$ cat config.mk
export PLATFORM = sky130hd
export DESIGN_NAME = debug_tx_serializer_flat
export DESIGN_NICKNAME = d
export VERILOG_FILES = /design/src/rtl/debug_tx_serializer_if.sv /design/src/rtl/debug_tx_serializer.sv /design/src/flat_wrapper.sv
export SDC_FILE = /design/constraint.sdc
export NUM_CORES = 1
export LEC_CHECK = 0
export CAP_MARGIN = 10
export CELL_PAD_IN_SITES_DETAIL_PLACEMENT = 1
export CELL_PAD_IN_SITES_GLOBAL_PLACEMENT = 2
export CORE_MARGIN = 2
export CORE_UTILIZATION = 25
export CTS_CLUSTER_SIZE = 20
export DETAILED_ROUTE_END_ITERATION = 8
export GPL_TIMING_DRIVEN = 0
export PLACE_DENSITY_LB_ADDON = 0.1
export SLEW_MARGIN = 40
export SYNTH_ARGS = -nofsm -noshare
export SYNTH_HDL_FRONTEND = slang
export SYNTH_SLANG_ARGS = --single-unit
export TNS_END_PERCENT = 50
$ cat constraint.sdc
create_clock -name i_clk -period 2.3 [get_ports i_clk]
set_clock_uncertainty 0.05 [all_clocks]
set_input_delay 0.23 -clock i_clk [delete_from_list [all_inputs] [get_ports i_clk]]
set_output_delay 0.23 -clock i_clk [all_outputs]
set_load 0.03 [all_outputs]
$ cat src/rtl/debug_tx_serializer_if.sv
`default_nettype none
// +----------------------------------------------------------------------------+
// | Interface : debug_tx_serializer_if                                         |
// | Purpose   : Groups the FIFO-pop and UART-TX handshake of the debug TX      |
// |             serializer into one bundle.                                    |
// | Signals   : i_fifo_empty / i_fifo_data / o_fifo_rd : TX FIFO side          |
// |             o_tx_start / o_tx_data / i_tx_done     : UART transmitter side |
// |             o_busy / o_words_sent                  : status                |
// | Modports  : slave  - serializer view (i_* in, o_* out)                     |
// |             master - environment view (drives i_*, observes o_*)           |
// | Revision  : 1.0 - initial release                                          |
// +----------------------------------------------------------------------------+
interface debug_tx_serializer_if #(
  parameter int DATA_WIDTH  = 32,
  parameter int COUNT_WIDTH = 16
);
  logic                   i_fifo_empty;
  logic [DATA_WIDTH-1:0]  i_fifo_data;
  logic                   o_fifo_rd;
  logic                   o_tx_start;
  logic [7:0]             o_tx_data;
  logic                   i_tx_done;
  logic                   o_busy;
  logic [COUNT_WIDTH-1:0] o_words_sent;

  modport slave (
    input  i_fifo_empty, i_fifo_data, i_tx_done,
    output o_fifo_rd, o_tx_start, o_tx_data, o_busy, o_words_sent
  );

  modport master (
    output i_fifo_empty, i_fifo_data, i_tx_done,
    input  o_fifo_rd, o_tx_start, o_tx_data, o_busy, o_words_sent
  );
endinterface
`default_nettype wire

$ cat src/rtl/debug_tx_serializer.sv
`default_nettype none
// +----------------------------------------------------------------------------+
// | Module   : debug_tx_serializer                                             |
// | Purpose  : Pops DATA_WIDTH-bit words from the debug TX FIFO and hands them |
// |            to a byte-wide UART transmitter, least significant byte first,  |
// |            counting fully transmitted words (saturating).                  |
// | Ports    : i_clk   - clock, rising edge                                    |
// |            i_reset - asynchronous, active-low reset                        |
// |            bus     - debug_tx_serializer_if.slave (FIFO, UART, status)     |
// | Revision : 1.0 - initial release                                           |
// +----------------------------------------------------------------------------+
module debug_tx_serializer #(
  parameter int DATA_WIDTH  = 32,
  parameter int COUNT_WIDTH = 16
) (
  input  wire logic               i_clk,
  input  wire logic               i_reset,
  debug_tx_serializer_if.slave    bus
);

  localparam int BYTES = DATA_WIDTH / 8;
  localparam int IDX_W = (BYTES > 1) ? $clog2(BYTES) : 1;
  localparam logic [IDX_W-1:0] c_LAST_IDX = IDX_W'(BYTES - 1);

  localparam logic [1:0] c_S_IDLE = 2'd0;
  localparam logic [1:0] c_S_POP  = 2'd1;
  localparam logic [1:0] c_S_SEND = 2'd2;
  localparam logic [1:0] c_S_WAIT = 2'd3;

  logic [1:0]             state_q, state_d;
  logic [DATA_WIDTH-1:0]  shift_q, shift_d;
  logic [IDX_W-1:0]       idx_q,   idx_d;
  logic [COUNT_WIDTH-1:0] words_q, words_d;
  // Low for the first edge after reset release so the first pop cannot
  // happen before the second rising edge.
  logic                   arm_q;

  // State and datapath registers
  always_ff @(posedge i_clk or negedge i_reset) begin
    if (!i_reset) begin
      state_q <= c_S_IDLE;
      shift_q <= '0;
      idx_q   <= '0;
      words_q <= '0;
      arm_q   <= 1'b0;
    end else begin
      state_q <= state_d;
      shift_q <= shift_d;
      idx_q   <= idx_d;
      words_q <= words_d;
      arm_q   <= 1'b1;
    end
  end

  // Next-state and datapath update
  always_comb begin
    state_d = state_q;
    shift_d = shift_q;
    idx_d   = idx_q;
    words_d = words_q;
    case (state_q)
      c_S_IDLE: begin
        if (arm_q && !bus.i_fifo_empty) state_d = c_S_POP;
      end
      c_S_POP: begin
        shift_d = bus.i_fifo_data;
        idx_d   = '0;
        state_d = c_S_SEND;
      end
      c_S_SEND: begin
        state_d = c_S_WAIT;
      end
      c_S_WAIT: begin
        if (bus.i_tx_done) begin
          if (idx_q != c_LAST_IDX) begin
            shift_d = shift_q >> 8;
            idx_d   = idx_q + IDX_W'(1);
            state_d = c_S_SEND;
          end else begin
            if (words_q != '1) words_d = words_q + COUNT_WIDTH'(1);
            // Chain straight into the next pop when more data is waiting.
            state_d = bus.i_fifo_empty ? c_S_IDLE : c_S_POP;
          end
        end
      end
      default: state_d = c_S_IDLE;
    endcase
  end

  // Outputs decoded from the registered state only
  always_comb begin
    bus.o_fifo_rd    = (state_q == c_S_POP);
    bus.o_tx_start   = (state_q == c_S_SEND);
    bus.o_busy       = (state_q != c_S_IDLE);
    bus.o_tx_data    = shift_q[7:0];
    bus.o_words_sent = words_q;
  end

endmodule
`default_nettype wire

$ cat src/flat_wrapper.sv
// flat-port wrapper written by rule: the top's interface ports become plain ports
module debug_tx_serializer_flat 
#(
  parameter int DATA_WIDTH  = 32,
  parameter int COUNT_WIDTH = 16
)
  (i_clk, i_reset, bus_i_fifo_empty, bus_i_fifo_data, bus_i_tx_done, bus_o_fifo_rd, bus_o_tx_start, bus_o_tx_data, bus_o_busy, bus_o_words_sent);
  debug_tx_serializer_if #(.DATA_WIDTH(DATA_WIDTH), .COUNT_WIDTH(COUNT_WIDTH)) bus_i ();
  input  wire logic i_clk;
  input  wire logic i_reset;
  input wire logic [$bits(bus_i.i_fifo_empty)-1:0] bus_i_fifo_empty;
  input wire logic [$bits(bus_i.i_fifo_data)-1:0] bus_i_fifo_data;
  input wire logic [$bits(bus_i.i_tx_done)-1:0] bus_i_tx_done;
  output wire logic [$bits(bus_i.o_fifo_rd)-1:0] bus_o_fifo_rd;
  output wire logic [$bits(bus_i.o_tx_start)-1:0] bus_o_tx_start;
  output wire logic [$bits(bus_i.o_tx_data)-1:0] bus_o_tx_data;
  output wire logic [$bits(bus_i.o_busy)-1:0] bus_o_busy;
  output wire logic [$bits(bus_i.o_words_sent)-1:0] bus_o_words_sent;
  assign bus_i.i_fifo_empty = bus_i_fifo_empty;
  assign bus_i.i_fifo_data = bus_i_fifo_data;
  assign bus_i.i_tx_done = bus_i_tx_done;
  assign bus_o_fifo_rd = bus_i.o_fifo_rd;
  assign bus_o_tx_start = bus_i.o_tx_start;
  assign bus_o_tx_data = bus_i.o_tx_data;
  assign bus_o_busy = bus_i.o_busy;
  assign bus_o_words_sent = bus_i.o_words_sent;
  debug_tx_serializer #(.DATA_WIDTH(DATA_WIDTH), .COUNT_WIDTH(COUNT_WIDTH)) u_core (.i_clk(i_clk), .i_reset(i_reset), .bus(bus_i));
endmodule
==> results.toml, run 1 <==
[critical_path]
critPathCaptureType = "register"
crit_fanout = 10
startpoint_type = "register"
path_cells = "ha_1 > nand4_4 > or4_4 > and4bb_2 > xor2_1"
reg2reg_depth = 5
critical-path-max-stage-delay_ns = 0.62
crit_buf_inv = 0
worst_path_max_delay_cell = "or4_4"
worstSetupPathType = "reg -> reg"
crit_family = "simple AND/OR/NAND/NOR gates"
path_depth = 5
worstPathRequired_ns = 2.48
arrival_ns = 2.25

[global_route]
overflow = 0
grt_util_all_layers_pct = 13.2
grt_max_degree = 35
grt_pass1_vias = 2010
antenna_found_initial = 0
grt_pass1_wl_um = 10600

[placement]
dp_hpwl_um = 4630
place_inst = 422
gp_routability_congestion = 0.700
placement.io_buffers = 62

[synth]
synth_area_um2 = 2470
ys_ff_latch = 53
synth_top_area_share_pct = 53.8
ys_seq_area_share_pct = 53.8
synth_ff_type = "dfrtp_1"
yosys.area.top_type = "dfrtp_1"
synth-warning-count = 0
syn_inst = 226
synth_area_per_cell_um2 = 10.9
async_flop_share_pct = 100
ys_types = 34
yosys-top-cells-area = "dfrtp_1 (54%), mux2i_1 (9.7%), o21ai_0 (5.1%)"
synth-edff-count = 0
synthesis.nets = 264

[cells_and_area]
fin_nets = 335
fillCellCount = 1107
seqCellArea_um2 = 1330
final_cells = 430
syn_to_final_growth_pct = 36.8
diodes = 0
finish.utilization_pct = 34.8
drive_gt1_share_pct = 10.1
multi_input_comb_area_um2 = 1020

[drt]
drc_errors = 0
final_antenna_net_count = 0
viasPerCell = 4.35
dr.pass1.iters = 4
drtIter0Drc = 40
vias = 1872
totalWireLength_um = 6460
routedWlPerCell_um = 15.0

[timing]
finalHoldViolations = 0
setup_tns_ns = 0
period_share_pct = 89.8
drv_slew = 0
max_freq_ghz = 0.484
fin_crit_ns = 2.07
whs_ns = 0.290
slew_headroom_pct = 63.0
final-setup-viol-count = 0
worst_slew_pin_slew_ns = 0.555
rsz0062_at_grt = "false"

[floorplanning]
die_width_um = 103
die-area_um2 = 10700
initial_core_util_pct = 25.5
io_pins = 63
rows = 36
die_h_um = 103
core_area_um2 = 9680

[clock_network]
ctsRootBufferMaster = "clkbuf_8"
clk_latency_ns = 0.30
clock_sinks = 53
cts_setup_buffers = 0
cts_max_path_buffers = 2
htreeDepth = 2
numCtsBuffers = 5
cts_tree = "done"
clkTransAtPathRegs_ns = 0.10

[power_and_ir_drop]
power_leakage_nw = 1.54
p_total_mw = 3.11
power_density_nw_per_um2 = 920
ir_drop_v = 0.000281

[flow_run]
drv_cap = 0

[worst_hold_path]
hp-class = "in -> async"

[run_status]
status = "finished clean"
## through the flow
stage	area, um2	setup slack, ns
5_1_grt	3370	0.0820
2_1_floorplan	2470	0.362
6_report	3370	0.234
4_1_cts	3370	0.0378
3_3_place_gp	3250	-0.888
3_5_place_dp	3270	0.0559
## synthesized netlist by cell type (4+ instances only)
cell type  count
xor2_1        13
nand4_1        4
mux2i_1       24
nor2_1         5
a22o_1         8
clkbuf_1       7
nand2_1       31
nor3_1         7
buf_4         10
nand3_1        4
dfrtp_1       53
o21ai_0       25
## state kept, by name (all words and copies together) (netlist names)
| signal | count |
|---|---|
| u_core.arm_q | 1 |
| u_core.bus.o_words_sent | 16 |
| u_core.state_q | 2 |
| u_core.idx_q | 2 |
| u_core.shift_q | 32 |
## logic make-up after synthesis
| family | share of synthesized area, % |
|---|---|
| AND/OR/NAND/NOR | 14.6 |
| AO/OA/AOI/OAI | 9.89 |
| buffers and inverters | 5.02 |
| adder cells (fa/ha/maj) | 1.01 |
| XOR/XNOR | 5.33 |
| other | 0.152 |
| flip-flops | 53.8 |
| multiplexers | 10.2 |
## final timing paths
path                                        start                     endpoint  slack [ns]
worst max-delay path              u_core.idx_q[0]  u_core.bus.o_words_sent[15]        0.23
worst min-delay path                      i_reset   u_core.bus.o_words_sent[7]        0.29
worst max register to register    u_core.idx_q[0]  u_core.bus.o_words_sent[15]        0.23
worst min register to register  u_core.shift_q[3]            u_core.shift_q[3]        0.44
max in group asynchronous                 i_reset            u_core.shift_q[6]        1.43
min in group i_clk              u_core.shift_q[3]            u_core.shift_q[3]        0.44
## power breakdown
group | internal, mW | switching, mW
Sequential | 1.20 | 0.166
Combinational | 0.554 | 0.638
Clock | 0.239 | 0.310
Total | 1.99 | 1.11
## timing repair
action / CTS / global route
gates resized for setup: 1 / 1
gates cloned: 0 / 0
hold endpoints to repair: 19 / 0
pin swaps: 0 / 0
hold buffers: 1 / 0
setup endpoints to repair: 1 / 1
## layer usage
| metal | GRT usage, % | share of wire (%) | routed length (um) | vias up |
|---|---|---|---|---|
| li1 | - | - | - | 926 |
| met1 | 18.5 | 49 | 3200 | 906 |
| met2 | 20.7 | 45 | 2880 | 36 |
| met3 | 2.96 | 5.0 | 324 | 4 |
| met4 | 3.64 | 0.91 | 59 | 0 |
| met5 | 0 | 0 | 0 | - |
## layout make-up
| type | count | area share (%) |
|---|---|---|
| Inverter | 2 | 0.222 |
| Tap cell | 133 | 4.93 |
| Multi-Input combinational cell | 151 | 30.1 |
| Buffer | 20 | 3.49 |
| Clock inverter | 1 | 0.222 |
| Timing Repair Buffer | 64 | 19.3 |
| Sequential cell | 53 | 39.3 |
| Clock buffer | 6 | 2.45 |
## cells in the final DEF, fill, tap and decap left out, drive strengths merged, types with 2 or more instances in the layout
| cell type | n |
|---|---|
| xnor2 | 2 |
| nand2 | 31 |
| ha | 2 |
| nor2 | 5 |
| a22o | 8 |
| clkdlybuf4s50 | 60 |
| or2 | 2 |
| nor3 | 7 |
| nor2b | 2 |
| clkbuf | 13 |
| and4bb | 2 |
| mux2i | 24 |
| nand4 | 5 |
| buf | 15 |
| and4 | 2 |
| o2111ai | 2 |
| nor4 | 2 |
| o21ai | 26 |
| and3 | 3 |
| xor2 | 13 |
| nand3 | 4 |
| dfrtp | 53 |
| inv | 2 |
Note: power is estimated with default switching activity, not from simulation.
==> inputs of run 2 (changes only) <==
Settings changed: CORE_ASPECT_RATIO set to 0.9.
==> results.toml, run 2 (same netlist as run 1, synthesis figures left out) <==
[critical_path]
worstSetupPathType = "reg -> reg"
crit_family = "simple AND/OR/NAND/NOR gates"
critPathCaptureType = "register"
reg2reg_depth = 5
path_cells = "ha_1 > nand4_4 > or4_4 > and4bb_2 > xor2_1"
worst_path_max_delay_cell = "or4_4"
worstPathRequired_ns = 2.48
arrival_ns = 2.26
critical-path-max-stage-delay_ns = 0.62
crit_buf_inv = 0
path_depth = 5
crit_fanout = 10
startpoint_type = "register"

[worst_hold_path]
hp-class = "in -> async"

[global_route]
grt_pass1_wl_um = 10700
grt_max_degree = 33
grt_util_all_layers_pct = 12.9
overflow = 0
antenna_found_initial = 0
grt_pass1_vias = 2026

[floorplanning]
die_h_um = 98.2
die_width_um = 109
rows = 34
die-area_um2 = 10700
core_area_um2 = 9610
initial_core_util_pct = 25.7
io_pins = 63

[clock_network]
cts_setup_buffers = 0
ctsRootBufferMaster = "clkbuf_8"
clkTransAtPathRegs_ns = 0.10
clock_sinks = 53
clk_latency_ns = 0.30
cts_tree = "done"
htreeDepth = 2
numCtsBuffers = 5
cts_max_path_buffers = 2

[cells_and_area]
final_common_cell = "clkdlybuf4s50_1"
regMostFlops = "u_core.shift_q"
finish.utilization_pct = 34.9
drive_gt1_share_pct = 9.73
fin_nets = 335
diodes = 0
syn_to_final_growth_pct = 36.2
largest_register_ffs = 32
layout_common_cells = "clkdlybuf4s50_1 (60), dfrtp_1 (53), nand2_1 (31)"

[drt]
viasPerCell = 4.40
totalWireLength_um = 6330
routedWlPerCell_um = 14.9
final_antenna_net_count = 0
vias = 1865
drtIter0Drc = 58
drc_errors = 0
dr.pass1.iters = 4

[placement]
placement.io_buffers = 62
gp_routability_congestion = 0.722
dp_hpwl_um = 4660

[run_status]
status = "finished clean"

[power_and_ir_drop]
ir_drop_v = 0.000315
power_density_nw_per_um2 = 919
p_total_mw = 3.09
power_leakage_nw = 1.53

[timing]
whs_ns = 0.297
period_share_pct = 90.3
drv_slew = 0
finalHoldViolations = 0
fin_crit_ns = 2.08
max_freq_ghz = 0.482
rsz0062_at_grt = "false"
worst_slew_pin_slew_ns = 0.532
slew_headroom_pct = 64.5
final-setup-viol-count = 0

[flow_run]
drv_cap = 0
[run 2: path summary, 6_finish.rpt]
path                            slack [ns]                          end               from
worst max-delay path                  0.22  u_core.bus.o_words_sent[15]    u_core.idx_q[0]
max in group asynchronous             1.43           u_core.shift_q[31]            i_reset
min in group i_clk                    0.43            u_core.shift_q[3]  u_core.shift_q[3]
worst min register to register        0.43            u_core.shift_q[3]  u_core.shift_q[3]
worst min-delay path                  0.30   u_core.bus.o_words_sent[7]            i_reset
worst max register to register        0.22  u_core.bus.o_words_sent[15]    u_core.idx_q[0]
[run 2: cell type report]
class                           count  area, um2
Tap cell                          126        158
Multi-Input combinational cell    151       1020
Fill cell                        1099       6250
Timing Repair Buffer               64        651
Inverter                            2       7.51
Clock buffer                        7       76.3
Sequential cell                    53       1330
Clock inverter                      1       7.51
Buffer                             20        118
[run 2: metrics by stage]
step           TNS (ns)  worst slack, ns  instance area [um2]  cells
2_1_floorplan         0            0.362                 2470    226
3_3_place_gp     -45.74           -0.866                 3240    414
3_5_place_dp          0           0.0363                 3260    415
4_1_cts               0           0.0635                 3360    424
5_1_grt               0           0.0998                 3360    424
6_report              0            0.223                 3360    424
[run 2: where the power goes]
part	switching [mW]	internal [mW]	total [mW]
Sequential	0.169	1.20	1.37
Clock	0.312	0.217	0.529
Combinational	0.637	0.553	1.19
[run 2: routing by layer]
layer | vias to the layer above | global-route usage [%] | routed length (um)
met4 | 0 | 2.37 | 53
met1 | 896 | 18.8 | 3240
met5 | - | 0 | 0
li1 | 927 | - | -
met2 | 38 | 20.0 | 2790
met3 | 4 | 2.67 | 249
[run 2: repair_timing]
item	in CTS	in global routing
endpoints found under the hold margin	21	0
resized for setup	1	1
pin swaps	0	0
endpoints found under the setup margin	1	1
hold buffers	1	0
==> inputs of run 3 (changes only) <==
Settings changed: CAP_MARGIN 10 to not set.
==> results of run 3 <==
Same layout as run 2: the final DEF is identical, and so are final timing and power.
